--- config.mk ---
export PLATFORM = sky130hd
export DESIGN_NAME = fetch_debug_ctrl_flat
export DESIGN_NICKNAME = d
export VERILOG_FILES = /design/src/rtl/fetch_debug_ctrl_if.sv /design/src/rtl/fetch_debug_ctrl.sv /design/src/flat_wrapper.sv
export SDC_FILE = /design/constraint.sdc
export NUM_CORES = 1
export LEC_CHECK = 0
export BUFFER_PORTS_ARGS = -buffer_cell sky130_fd_sc_hd__buf_2
export CAP_MARGIN = 20
export CORE_AREA = 2 2 110 112
export CTS_CLUSTER_SIZE = 16
export DETAILED_ROUTE_END_ITERATION = 8
export DIE_AREA = 0 0 112 114
export PLACE_DENSITY_LB_ADDON = 0.12
export SYNTH_ARGS = -nofsm -noshare
export SYNTH_HDL_FRONTEND = slang
export SYNTH_SLANG_ARGS = --single-unit
--- constraint.sdc ---
create_clock -name i_clock -period 3.2 [get_ports i_clock]
set_input_delay 0.64 -clock i_clock [delete_from_list [all_inputs] [get_ports i_clock]]
set_output_delay 0.64 -clock i_clock [all_outputs]
set_load 0.05 [all_outputs]
--- src/rtl/fetch_debug_ctrl_if.sv ---
// Debug/load bus between the UART-driven debug sequencer and the fetch stage.
// The master side is the sequencer itself; the slave side is its environment
// (UART receiver, pipeline and instruction memory debug port).
interface fetch_debug_ctrl_if #(
  parameter int NB_CNT = 32
);
  logic [7:0]        i_rx_data;
  logic              i_rx_valid;
  logic              i_halt;
  logic              o_valid;
  logic              o_cpu_reset;
  logic [15:0]       o_instrmem_addr;
  logic [15:0]       o_instrmem_data;
  logic [3:0]        o_instrmem_we;
  logic              o_instrmem_re;
  logic              o_load_done;
  logic              o_running;
  logic [NB_CNT-1:0] o_cycle_count;

  modport master (
    input  i_rx_data, i_rx_valid, i_halt,
    output o_valid, o_cpu_reset, o_instrmem_addr, o_instrmem_data,
           o_instrmem_we, o_instrmem_re, o_load_done, o_running, o_cycle_count
  );

  modport slave (
    output i_rx_data, i_rx_valid, i_halt,
    input  o_valid, o_cpu_reset, o_instrmem_addr, o_instrmem_data,
           o_instrmem_we, o_instrmem_re, o_load_done, o_running, o_cycle_count
  );
endinterface

--- src/rtl/fetch_debug_ctrl.sv ---
// Debug and load sequencer in front of instruction fetch. Decodes UART command
// bytes, assembles little-endian program words into two halfword writes on the
// debug memory port, gates the pipeline valid for run / single-step, and counts
// executed cycles (saturating).
module fetch_debug_ctrl #(
  parameter int          N_ADDR    = 2048,
  parameter int          NB_CNT    = 32,
  parameter logic [31:0] HALT_WORD = 32'hFFFFFFFF
) (
  input logic          i_clock,
  input logic          i_reset,
  fetch_debug_ctrl_if.master dbg
);

  localparam logic [7:0]  CMD_LOAD  = 8'h4C;
  localparam logic [7:0]  CMD_RUN   = 8'h52;
  localparam logic [7:0]  CMD_STEP  = 8'h53;
  localparam logic [7:0]  CMD_HALT  = 8'h48;
  localparam logic [15:0] LAST_WORD = 16'(N_ADDR - 1);
  localparam logic [NB_CNT-1:0] CNT_MAX = {NB_CNT{1'b1}};
  localparam logic [NB_CNT-1:0] CNT_ONE = {{(NB_CNT-1){1'b0}}, 1'b1};

  typedef enum logic [1:0] {
    ST_IDLE = 2'd0,
    ST_LOAD = 2'd1,
    ST_RUN  = 2'd2,
    ST_STEP = 2'd3
  } state_t;

  state_t            state_r;
  logic [15:0]       word_cnt_r;
  logic [1:0]        byte_cnt_r;
  logic [7:0]        byte0_r;
  logic [7:0]        byte2_r;
  logic              lo_flag_r;
  logic              fin_pend_r;
  logic              valid_r;
  logic              cpu_reset_r;
  logic [15:0]       addr_r;
  logic [15:0]       data_r;
  logic [3:0]        we_r;
  logic              re_r;
  logic              load_done_r;
  logic              running_r;
  logic [NB_CNT-1:0] cycle_cnt_r;
  logic              finish_s;

  // Low halfword matches the lower half of the load sentinel.
  function automatic logic is_halt_lo(input logic [15:0] hw);
    return (hw == HALT_WORD[15:0]);
  endfunction

  // Completion is taken one cycle after the final high-half write was issued.
  assign finish_s = (state_r == ST_LOAD) && fin_pend_r;

  // Sequencer FSM with all outputs registered alongside the state.
  always_ff @(posedge i_clock) begin
    if (i_reset) begin
      state_r     <= ST_IDLE;
      word_cnt_r  <= 16'd0;
      byte_cnt_r  <= 2'd0;
      byte0_r     <= 8'd0;
      byte2_r     <= 8'd0;
      lo_flag_r   <= 1'b0;
      fin_pend_r  <= 1'b0;
      valid_r     <= 1'b0;
      cpu_reset_r <= 1'b0;
      addr_r      <= 16'd0;
      data_r      <= 16'd0;
      we_r        <= 4'b0000;
      re_r        <= 1'b0;
      load_done_r <= 1'b0;
      running_r   <= 1'b0;
    end else begin
      we_r        <= 4'b0000;
      load_done_r <= 1'b0;
      cpu_reset_r <= 1'b0;
      case (state_r)
        ST_IDLE: begin
          re_r <= 1'b1;
          if (dbg.i_rx_valid) begin
            case (dbg.i_rx_data)
              CMD_LOAD: begin
                state_r    <= ST_LOAD;
                word_cnt_r <= 16'd0;
                byte_cnt_r <= 2'd0;
                fin_pend_r <= 1'b0;
                re_r       <= 1'b0;
              end
              CMD_RUN: begin
                state_r   <= ST_RUN;
                valid_r   <= 1'b1;
                running_r <= 1'b1;
                re_r      <= 1'b0;
              end
              CMD_STEP: begin
                state_r <= ST_STEP;
                valid_r <= 1'b1;
                re_r    <= 1'b0;
              end
              default: begin
                state_r <= ST_IDLE;
              end
            endcase
          end
        end
        ST_LOAD: begin
          if (fin_pend_r) begin
            state_r     <= ST_IDLE;
            fin_pend_r  <= 1'b0;
            load_done_r <= 1'b1;
            cpu_reset_r <= 1'b1;
            re_r        <= 1'b1;
          end else if (dbg.i_rx_valid) begin
            byte_cnt_r <= byte_cnt_r + 2'd1;
            case (byte_cnt_r)
              2'd0: byte0_r <= dbg.i_rx_data;
              2'd1: begin
                addr_r    <= word_cnt_r;
                data_r    <= {dbg.i_rx_data, byte0_r};
                we_r      <= 4'b0011;
                lo_flag_r <= is_halt_lo({dbg.i_rx_data, byte0_r});
              end
              2'd2: byte2_r <= dbg.i_rx_data;
              2'd3: begin
                data_r <= {dbg.i_rx_data, byte2_r};
                we_r   <= 4'b1100;
                if ((lo_flag_r && ({dbg.i_rx_data, byte2_r} == HALT_WORD[31:16])) ||
                    (word_cnt_r == LAST_WORD)) begin
                  fin_pend_r <= 1'b1;
                end else begin
                  word_cnt_r <= word_cnt_r + 16'd1;
                end
              end
              default: byte0_r <= byte0_r;
            endcase
          end
        end
        ST_RUN: begin
          if (dbg.i_halt || (dbg.i_rx_valid && (dbg.i_rx_data == CMD_HALT))) begin
            state_r   <= ST_IDLE;
            valid_r   <= 1'b0;
            running_r <= 1'b0;
            re_r      <= 1'b1;
          end
        end
        ST_STEP: begin
          state_r <= ST_IDLE;
          valid_r <= 1'b0;
          re_r    <= 1'b1;
        end
        default: begin
          state_r   <= ST_IDLE;
          valid_r   <= 1'b0;
          running_r <= 1'b0;
          re_r      <= 1'b1;
        end
      endcase
    end
  end

  // Executed-cycle counter: saturating, cleared when a load completes.
  always_ff @(posedge i_clock) begin
    if (i_reset) begin
      cycle_cnt_r <= {NB_CNT{1'b0}};
    end else if (finish_s) begin
      cycle_cnt_r <= {NB_CNT{1'b0}};
    end else if (valid_r && (cycle_cnt_r != CNT_MAX)) begin
      cycle_cnt_r <= cycle_cnt_r + CNT_ONE;
    end else begin
      cycle_cnt_r <= cycle_cnt_r;
    end
  end

  assign dbg.o_valid         = valid_r;
  assign dbg.o_cpu_reset     = cpu_reset_r;
  assign dbg.o_instrmem_addr = addr_r;
  assign dbg.o_instrmem_data = data_r;
  assign dbg.o_instrmem_we   = we_r;
  assign dbg.o_instrmem_re   = re_r;
  assign dbg.o_load_done     = load_done_r;
  assign dbg.o_running       = running_r;
  assign dbg.o_cycle_count   = cycle_cnt_r;

endmodule

--- src/flat_wrapper.sv ---
// flat-port wrapper written by rule: the top's interface ports become plain ports
module fetch_debug_ctrl_flat 
#(
  parameter int          N_ADDR    = 2048,
  parameter int          NB_CNT    = 32,
  parameter logic [31:0] HALT_WORD = 32'hFFFFFFFF
)
  (i_clock, i_reset, dbg_i_rx_data, dbg_i_rx_valid, dbg_i_halt, dbg_o_valid, dbg_o_cpu_reset, dbg_o_instrmem_addr, dbg_o_instrmem_data, dbg_o_instrmem_we, dbg_o_instrmem_re, dbg_o_load_done, dbg_o_running, dbg_o_cycle_count);
  fetch_debug_ctrl_if #(.NB_CNT(NB_CNT)) dbg_i ();
  input logic i_clock;
  input logic i_reset;
  input wire logic [$bits(dbg_i.i_rx_data)-1:0] dbg_i_rx_data;
  input wire logic [$bits(dbg_i.i_rx_valid)-1:0] dbg_i_rx_valid;
  input wire logic [$bits(dbg_i.i_halt)-1:0] dbg_i_halt;
  output wire logic [$bits(dbg_i.o_valid)-1:0] dbg_o_valid;
  output wire logic [$bits(dbg_i.o_cpu_reset)-1:0] dbg_o_cpu_reset;
  output wire logic [$bits(dbg_i.o_instrmem_addr)-1:0] dbg_o_instrmem_addr;
  output wire logic [$bits(dbg_i.o_instrmem_data)-1:0] dbg_o_instrmem_data;
  output wire logic [$bits(dbg_i.o_instrmem_we)-1:0] dbg_o_instrmem_we;
  output wire logic [$bits(dbg_i.o_instrmem_re)-1:0] dbg_o_instrmem_re;
  output wire logic [$bits(dbg_i.o_load_done)-1:0] dbg_o_load_done;
  output wire logic [$bits(dbg_i.o_running)-1:0] dbg_o_running;
  output wire logic [$bits(dbg_i.o_cycle_count)-1:0] dbg_o_cycle_count;
  assign dbg_i.i_rx_data = dbg_i_rx_data;
  assign dbg_i.i_rx_valid = dbg_i_rx_valid;
  assign dbg_i.i_halt = dbg_i_halt;
  assign dbg_o_valid = dbg_i.o_valid;
  assign dbg_o_cpu_reset = dbg_i.o_cpu_reset;
  assign dbg_o_instrmem_addr = dbg_i.o_instrmem_addr;
  assign dbg_o_instrmem_data = dbg_i.o_instrmem_data;
  assign dbg_o_instrmem_we = dbg_i.o_instrmem_we;
  assign dbg_o_instrmem_re = dbg_i.o_instrmem_re;
  assign dbg_o_load_done = dbg_i.o_load_done;
  assign dbg_o_running = dbg_i.o_running;
  assign dbg_o_cycle_count = dbg_i.o_cycle_count;
  fetch_debug_ctrl #(.N_ADDR(N_ADDR), .NB_CNT(NB_CNT), .HALT_WORD(HALT_WORD)) u_core (.i_clock(i_clock), .i_reset(i_reset), .dbg(dbg_i));
endmodule
After elaboration in Yosys (flattened, before gate mapping) --
Index checks and enable logic that the tools add are counted.
Cells by class: reduce and logical (&&, ||, !) cells 28, mux-type cells 39, $add $sub $neg 3, bitwise operators 3, eq/ne operators 24
Operators by type and width (count):
- 16-bit 2-to-1 mux | 6
- 16-bit one-hot mux with 2 select lines | 2
- 32-bit by 1-bit adder with 32-bit output, second input constant | 1
- 16-bit == test, second input constant | 2
- 8-bit by 7-bit == test with 1-bit output, second input constant | 4
- 32-bit != test, second input constant | 1
- 4-bit AND reduction | 6
- 16-bit by 1-bit adder with 16-bit output, second input constant | 1
- 16-bit by 11-bit == test with 1-bit output, second input constant | 1
- 1-bit 2-to-1 mux | 16
- 2-bit != test, second input constant | 8
- 2-bit 2-to-1 mux | 7
- 2-bit == test, second input constant | 4
- 2-bit one-hot mux with 4 select lines | 1
- 4-bit one-hot mux with 2 select lines | 1
- 7-bit AND reduction | 1
- 2-bit one-hot mux with 3 select lines | 1
- 3-bit AND reduction | 2
- 2-bit nonzero test | 3
- 2-bit OR reduction | 3
- 5-bit AND reduction | 1
- 2-bit by 1-bit == test with 1-bit output, second input constant | 2
- 1-bit logical AND | 4
- 2-bit logical NOT | 2
- 12 further kinds | 17
Storage, ports and cells: word-level logic and storage cells 112, register bits after elaboration 110, input port bits 12, output and inout port bits 73

Logic depth before layout (Yosys ltp) --
depth after elaboration 8, mapped depth 8, mapped depth without buffers 6

Least setup slack after synthesis --
OpenSTA, ideal clock, no wires.
path kind reg-to-reg, start reg u_core.cycle_cnt_r[0] (netlist: u_core.dbg.o_cycle_count[0]), end reg u_core.cycle_cnt_r[6] (netlist: u_core.dbg.o_cycle_count[6]), data arrival time 2.329 ns, buffers on the path 2, clock period less this slack 2.399 ns, setup time 0.070 ns, required time 3.130 ns, stages on the path, launching flop included 9, slack 0.801 ns, path through dfxtp_1 -> ha_1 -> and3_1 -> nand4_1 -> o31ai_2 -> buf_4 -> buf_2 -> o21ai_0 -> a21oi_1
Between the ends: cells in the longest elaborated chain, start to end 2, elaborated cells between the ends (all ways) 3, classes of those cells add/sub (1); eq/ne (1); reduce/logical (1)
Ends and longest elaborated chain:
- start, declared | RTL line fetch_debug_ctrl.sv:45 | logic [NB_CNT-1:0] cycle_cnt_r;
- start signal, assigned | RTL line fetch_debug_ctrl.sv:165 | cycle_cnt_r <= {NB_CNT{1'b0}};
- start signal, assigned | RTL line fetch_debug_ctrl.sv:167 | cycle_cnt_r <= {NB_CNT{1'b0}};
- start signal, assigned | RTL line fetch_debug_ctrl.sv:169 | cycle_cnt_r <= cycle_cnt_r + CNT_ONE;
- branches (longest 2 deep; another with 32-bit by 1-bit adder with 32-bit output)
Several ways; the timed one is not identified. A chain may end at the register's enable or synchronous reset.

Worst setup path in the final report --
start reg u_core.word_cnt_r[0], end reg u_core.word_cnt_r[11]
Between the ends: cells in the longest elaborated chain, start to end 6, elaborated cells between the ends (all ways) 10, classes of those cells add/sub (1); eq/ne (2); mux (5); reduce/logical (2)
Ends and longest elaborated chain:
- start, declared | RTL line fetch_debug_ctrl.sv:31 | logic [15:0] word_cnt_r;
- start signal, assigned | RTL line fetch_debug_ctrl.sv:132 | word_cnt_r <= word_cnt_r + 16'd1;
- 16-bit by 1-bit adder with 16-bit output | RTL line fetch_debug_ctrl.sv:132
- 16-bit 2-to-1 mux | RTL line fetch_debug_ctrl.sv:128 | if ((lo_flag_r && ({dbg.i_rx_data, byte2_r} == HALT_WORD[31:16])) ||
- 16-bit 2-to-1 mux | RTL line fetch_debug_ctrl.sv:116 | case (byte_cnt_r)
- 16-bit 2-to-1 mux | RTL line fetch_debug_ctrl.sv:114 | end else if (dbg.i_rx_valid) begin
- 16-bit 2-to-1 mux | RTL line fetch_debug_ctrl.sv:108 | if (fin_pend_r) begin
- 16-bit one-hot mux with 2 select lines | RTL line fetch_debug_ctrl.sv:78 | case (state_r)
Parallel ways exist; a longest one is shown, timed or not. The select of a mux whose other input is x is not followed.

==> load_flow_metrics.sql <==
INSERT INTO impl_metrics (metric_group, metric, value, unit) VALUES
('synthesis', 'dominantRegCellSynth', 'dfxtp_1', ''),
('detailed_routing', 'route.detailed.drc', '0', ''),
('final_layout', 'drive_above_1_share', '18.0', '%'),
('grt', 'number_of_global_route_vias_before_repair', '4385', ''),
('synthesis', 'synth.distinct_cells', '63', ''),
('setup_path', 'critical_path_cell_count', '6', ''),
('clock_tree', 'worst_skew_pair.late_latency', '0.35', 'ns'),
('pwr', 'power.sequential.fraction', '54.2', '%'),
('final_layout', 'num_antenna_cells', '0', ''),
('die', 'die-height', '114', 'um'),
('synthesis', 'synth-warning-count', '0', ''),
('pwr', 'cellPowerDensity', '421', 'nW/um^2'),
('hold_path', 'holdCritPathClass', 'register to register', ''),
('status', 'status', 'finished clean', ''),
('die', 'placement_rows', '40', ''),
('pwr', 'comb_power_share', '2.4', '%'),
('detailed_routing', 'ant_nets', '0', ''),
('sta', 'pin_slew_with_the_least_headroom_to_its_limit', '0.712', 'ns'),
('synthesis', 'postSynthCellCount', '628', ''),
('final_layout', 'stdcell_count', '842', ''),
('detailed_routing', 'dr.first_iter.drc_count', '303', ''),
('setup_path', 'rr_endpoint', 'u_core.word_cnt_r[11]$_SDFFE_PP0P_', ''),
('placed_design', 'numPortBuffers', '84', ''),
('setup_path', 'endpoint', 'u_core.word_cnt_r[11]$_SDFFE_PP0P_', ''),
('die', 'fp.dieArea', '12800', 'sq um'),
('setup_path', 'crit_type', 'register to register', ''),
('sta', 'post-route-period-util', '75.4', '%'),
('setup_path', 'crit_required', '3.45', 'ns'),
('grt', 'pin_count_of_the_biggest_net_entering_global_routing', '66', ''),
('clock_tree', 'postCtsResizedCells', '0', ''),
('final_layout', 'final_net_count', '709', ''),
('die', 'floorplan.core_area', '11700', 'sq um'),
('setup_path', 'critical_path.cell_chain', 'ha_1 > inv_1 > or4_1 > o2111a_2 > a32o_1 > a31o_2', ''),
('grt', 'global_route_wire_length_before_repair', '22.0', 'mm'),
('clock_tree', 'cts_hold_buffers', '0', ''),
('synthesis', 'count_of_flip_flops_with_a_built_in_enable_after_synthesis', '0', ''),
('sta', 'timing.fmax', '0.414', 'GHz'),
('detailed_routing', 'drtPass1Iterations', '4', ''),
('synthesis', 'part_of_the_yosys_area_used_for_sequential_elements', '42.2', '%'),
('die', 'num_io_pins', '85', ''),
('setup_path', 'worst-path-buf-inv', '1', ''),
('placed_design', 'gp_routability_congestion', '0.927', ''),
('sta', 'worst_clock_skew', '0.00805', 'ns'),
('detailed_routing', 'detailroute.via_count', '4859', ''),
('setup_path', 'reg2reg_from', 'u_core.word_cnt_r[0]$_SDFFE_PP0P_', ''),
('synthesis', 'synthesis.area', '5120', 'sq um'),
('job', 'drv.max_cap_violation_count', '0', ''),
('clock_tree', 'clockRootBuffer', 'clkbuf_16', ''),
('clock_tree', 'cts.sinks', '108', ''),
('grt', 'grt_util_all_layers', '21.1', '%'),
('pwr', 'power.net_switching', '0.584', 'mW'),
('final_layout', 'mostFrequentLayoutCells', 'nand2_1 (109), dfxtp_1 (108), buf_2 (84)', ''),
('pwr', 'p_int', '1.90', 'mW'),
('clock_tree', 'cts.repair_timing.setup_buffer_count', '0', ''),
('pwr', 'switching_share', '23.5', '%'),
('setup_path', 'crit_path_end_kind', 'register', ''),
('setup_path', 'critical_path.slowest_cell', 'or4_1', ''),
('setup_path', 'r2r.worst_path.cells', '6', ''),
('detailed_routing', 'total_wirelength', '13.3', 'mm'),
('synthesis', 'async_flop_share', '0', '%'),
('clock_tree', 'clock_path_buffers', '2', ''),
('setup_path', 'cpPeakStageDelay', '0.53', 'ns'),
('placed_design', 'place_inst', '826', ''),
('synthesis', 'syn-mean-instance-area', '8.15', 'sq um'),
('grt', 'leftover_overflow_at_the_end_of_global_routing', '0', ''),
('detailed_routing', 'route.detailed.wl_per_inst', '15.8', 'um'),
('sta', 'rsz0062_at_grt', 'false', ''),
('sta', 'finalCriticalPeriod', '2.41', 'ns'),
('final_layout', 'layout_commonest_cell', 'nand2_1', ''),
('sta', 'slew_headroom', '52.3', '%'),
('setup_path', 'start_kind', 'register', '');
synth_stat cells, types with 7 or more instances:
| cell type | instances | area [sq um] |
|---|---|---|
| nand2_1 | 109 | 409 |
| dfxtp_1 | 108 | 2160 |
| a21oi_1 | 73 | 365 |
| nand3_1 | 42 | 210 |
| clkbuf_1 | 32 | 120 |
| nor2_1 | 28 | 105 |
| nand4_1 | 20 | 125 |
| o21ai_0 | 16 | 80.1 |
| a31oi_1 | 14 | 87.6 |
| and3_1 | 14 | 87.6 |
| or4_1 | 13 | 97.6 |
| mux2i_1 | 12 | 120 |
| or3_1 | 12 | 75.1 |
| a211oi_1 | 10 | 75.1 |
| o31ai_1 | 9 | 67.6 |
| and4_1 | 8 | 70.1 |
| inv_1 | 8 | 30.0 |
| ha_1 | 7 | 87.6 |
metal layers:
| layer | wire [um] | GRT usage [%] |
|---|---|---|
| met1 | 6090 | 27.8 |
| met3 | 714 | 4.04 |
| met2 | 6300 | 34.4 |
| met4 | 187 | 8.21 |
| met5 | 0 | 0 |
logic make-up (layout without fill, tap and decap cells):
kind of cell,after synthesis,in the layout,synth area share [%]
mux,12,12,2.35
simple gates,288,288,29.5
flops,108,108,42.2
fa+ha+maj,7,7,1.71
buf+inv,52,119,4.47
xor+xnor,6,6,1.03
compound gates,155,155,18.7
worst reg2reg max path, delay by kind of cell (launching register included):
kind	cells	cell delay [ns]
AO/OA/AOI/OAI	3	0.74
flip-flops	1	0.42
buffers and inverters	1	0.15
AND/OR/NAND/NOR	1	0.53
adder cells (fa/ha/maj)	1	0.46
power groups by stage:
| stage | clock (mW) | sequential [mW] | combinational [mW] |
|---|---|---|---|
| floorplan | 0 | 1.38 | 0.0288 |
| global placement | 0 | 1.38 | 0.0578 |
| detailed placement | 0 | 1.38 | 0.0593 |
| CTS | 1.11 | 1.34 | 0.0596 |
| global route | 1.15 | 1.34 | 0.0648 |
| finish | 1.08 | 1.34 | 0.0593 |
sequential cells by signal, summed over array words and instances (netlist names):
| signal | cells |
|---|---|
| u_core.byte0_r | 8 |
| u_core.dbg.o_instrmem_re | 1 |
| u_core.dbg.o_running | 1 |
| u_core.dbg.o_cycle_count | 32 |
| u_core.fin_pend_r | 1 |
| u_core.state_r | 2 |
| u_core.dbg.o_load_done | 1 |
| u_core.dbg.o_instrmem_data | 16 |
| u_core.dbg.o_valid | 1 |
| u_core.dbg.o_instrmem_addr | 16 |
| u_core.lo_flag_r | 1 |
| u_core.dbg.o_instrmem_we | 2 |
| u_core.word_cnt_r | 16 |
| u_core.byte_cnt_r | 2 |
| u_core.byte2_r | 8 |
metrics by stage:
step | area (sq um) | utilization [%] | worst slack [ns] | hold WS, ns | power, mW
floorplan | 5120 | - | 0.801 | 0.448 | 1.41
global placement | 5610 | 47.9 | 0.805 | 0.440 | 1.43
detailed placement | 5610 | 47.9 | 0.766 | 0.445 | 1.44
CTS | 5890 | 50.3 | 0.845 | 0.455 | 2.51
global route | 5890 | 50.3 | 0.675 | 0.465 | 2.56
finish | 5890 | 50.3 | 0.786 | 0.451 | 2.48
worst min path at each step:
stage | start | end | slack, ns | cells after the start
4_1_cts | u_core.dbg.o_instrmem_addr[7]$_SDFFE_PP0P_ | u_core.dbg.o_instrmem_addr[7]$_SDFFE_PP0P_ | 0.46 | 2
3_3_place_gp | u_core.dbg.o_instrmem_addr[7]$_SDFFE_PP0P_ | u_core.dbg.o_instrmem_addr[7]$_SDFFE_PP0P_ | 0.44 | 2
5_1_grt | u_core.dbg.o_instrmem_addr[9]$_SDFFE_PP0P_ | u_core.dbg.o_instrmem_addr[9]$_SDFFE_PP0P_ | 0.46 | 2
2_1_floorplan | u_core.byte0_r[3]$_SDFFE_PP0P_ | u_core.byte0_r[3]$_SDFFE_PP0P_ | 0.45 | 2
3_5_place_dp | u_core.dbg.o_instrmem_addr[7]$_SDFFE_PP0P_ | u_core.dbg.o_instrmem_addr[7]$_SDFFE_PP0P_ | 0.44 | 2
6_report | u_core.dbg.o_instrmem_addr[7]$_SDFFE_PP0P_ | u_core.dbg.o_instrmem_addr[7]$_SDFFE_PP0P_ | 0.45 | 2
area by class of cell:
class	count	area (sq um)
Tap cell	147	184
Fill cell	1176	5820
Multi-Input combinational cell	468	2730
Timing Repair Buffer	95	503
Sequential cell	108	2160
Inverter	8	30.0
Clock inverter	7	57.6
Clock buffer	9	225
No activity file was read; power rests on OpenSTA's default activity.
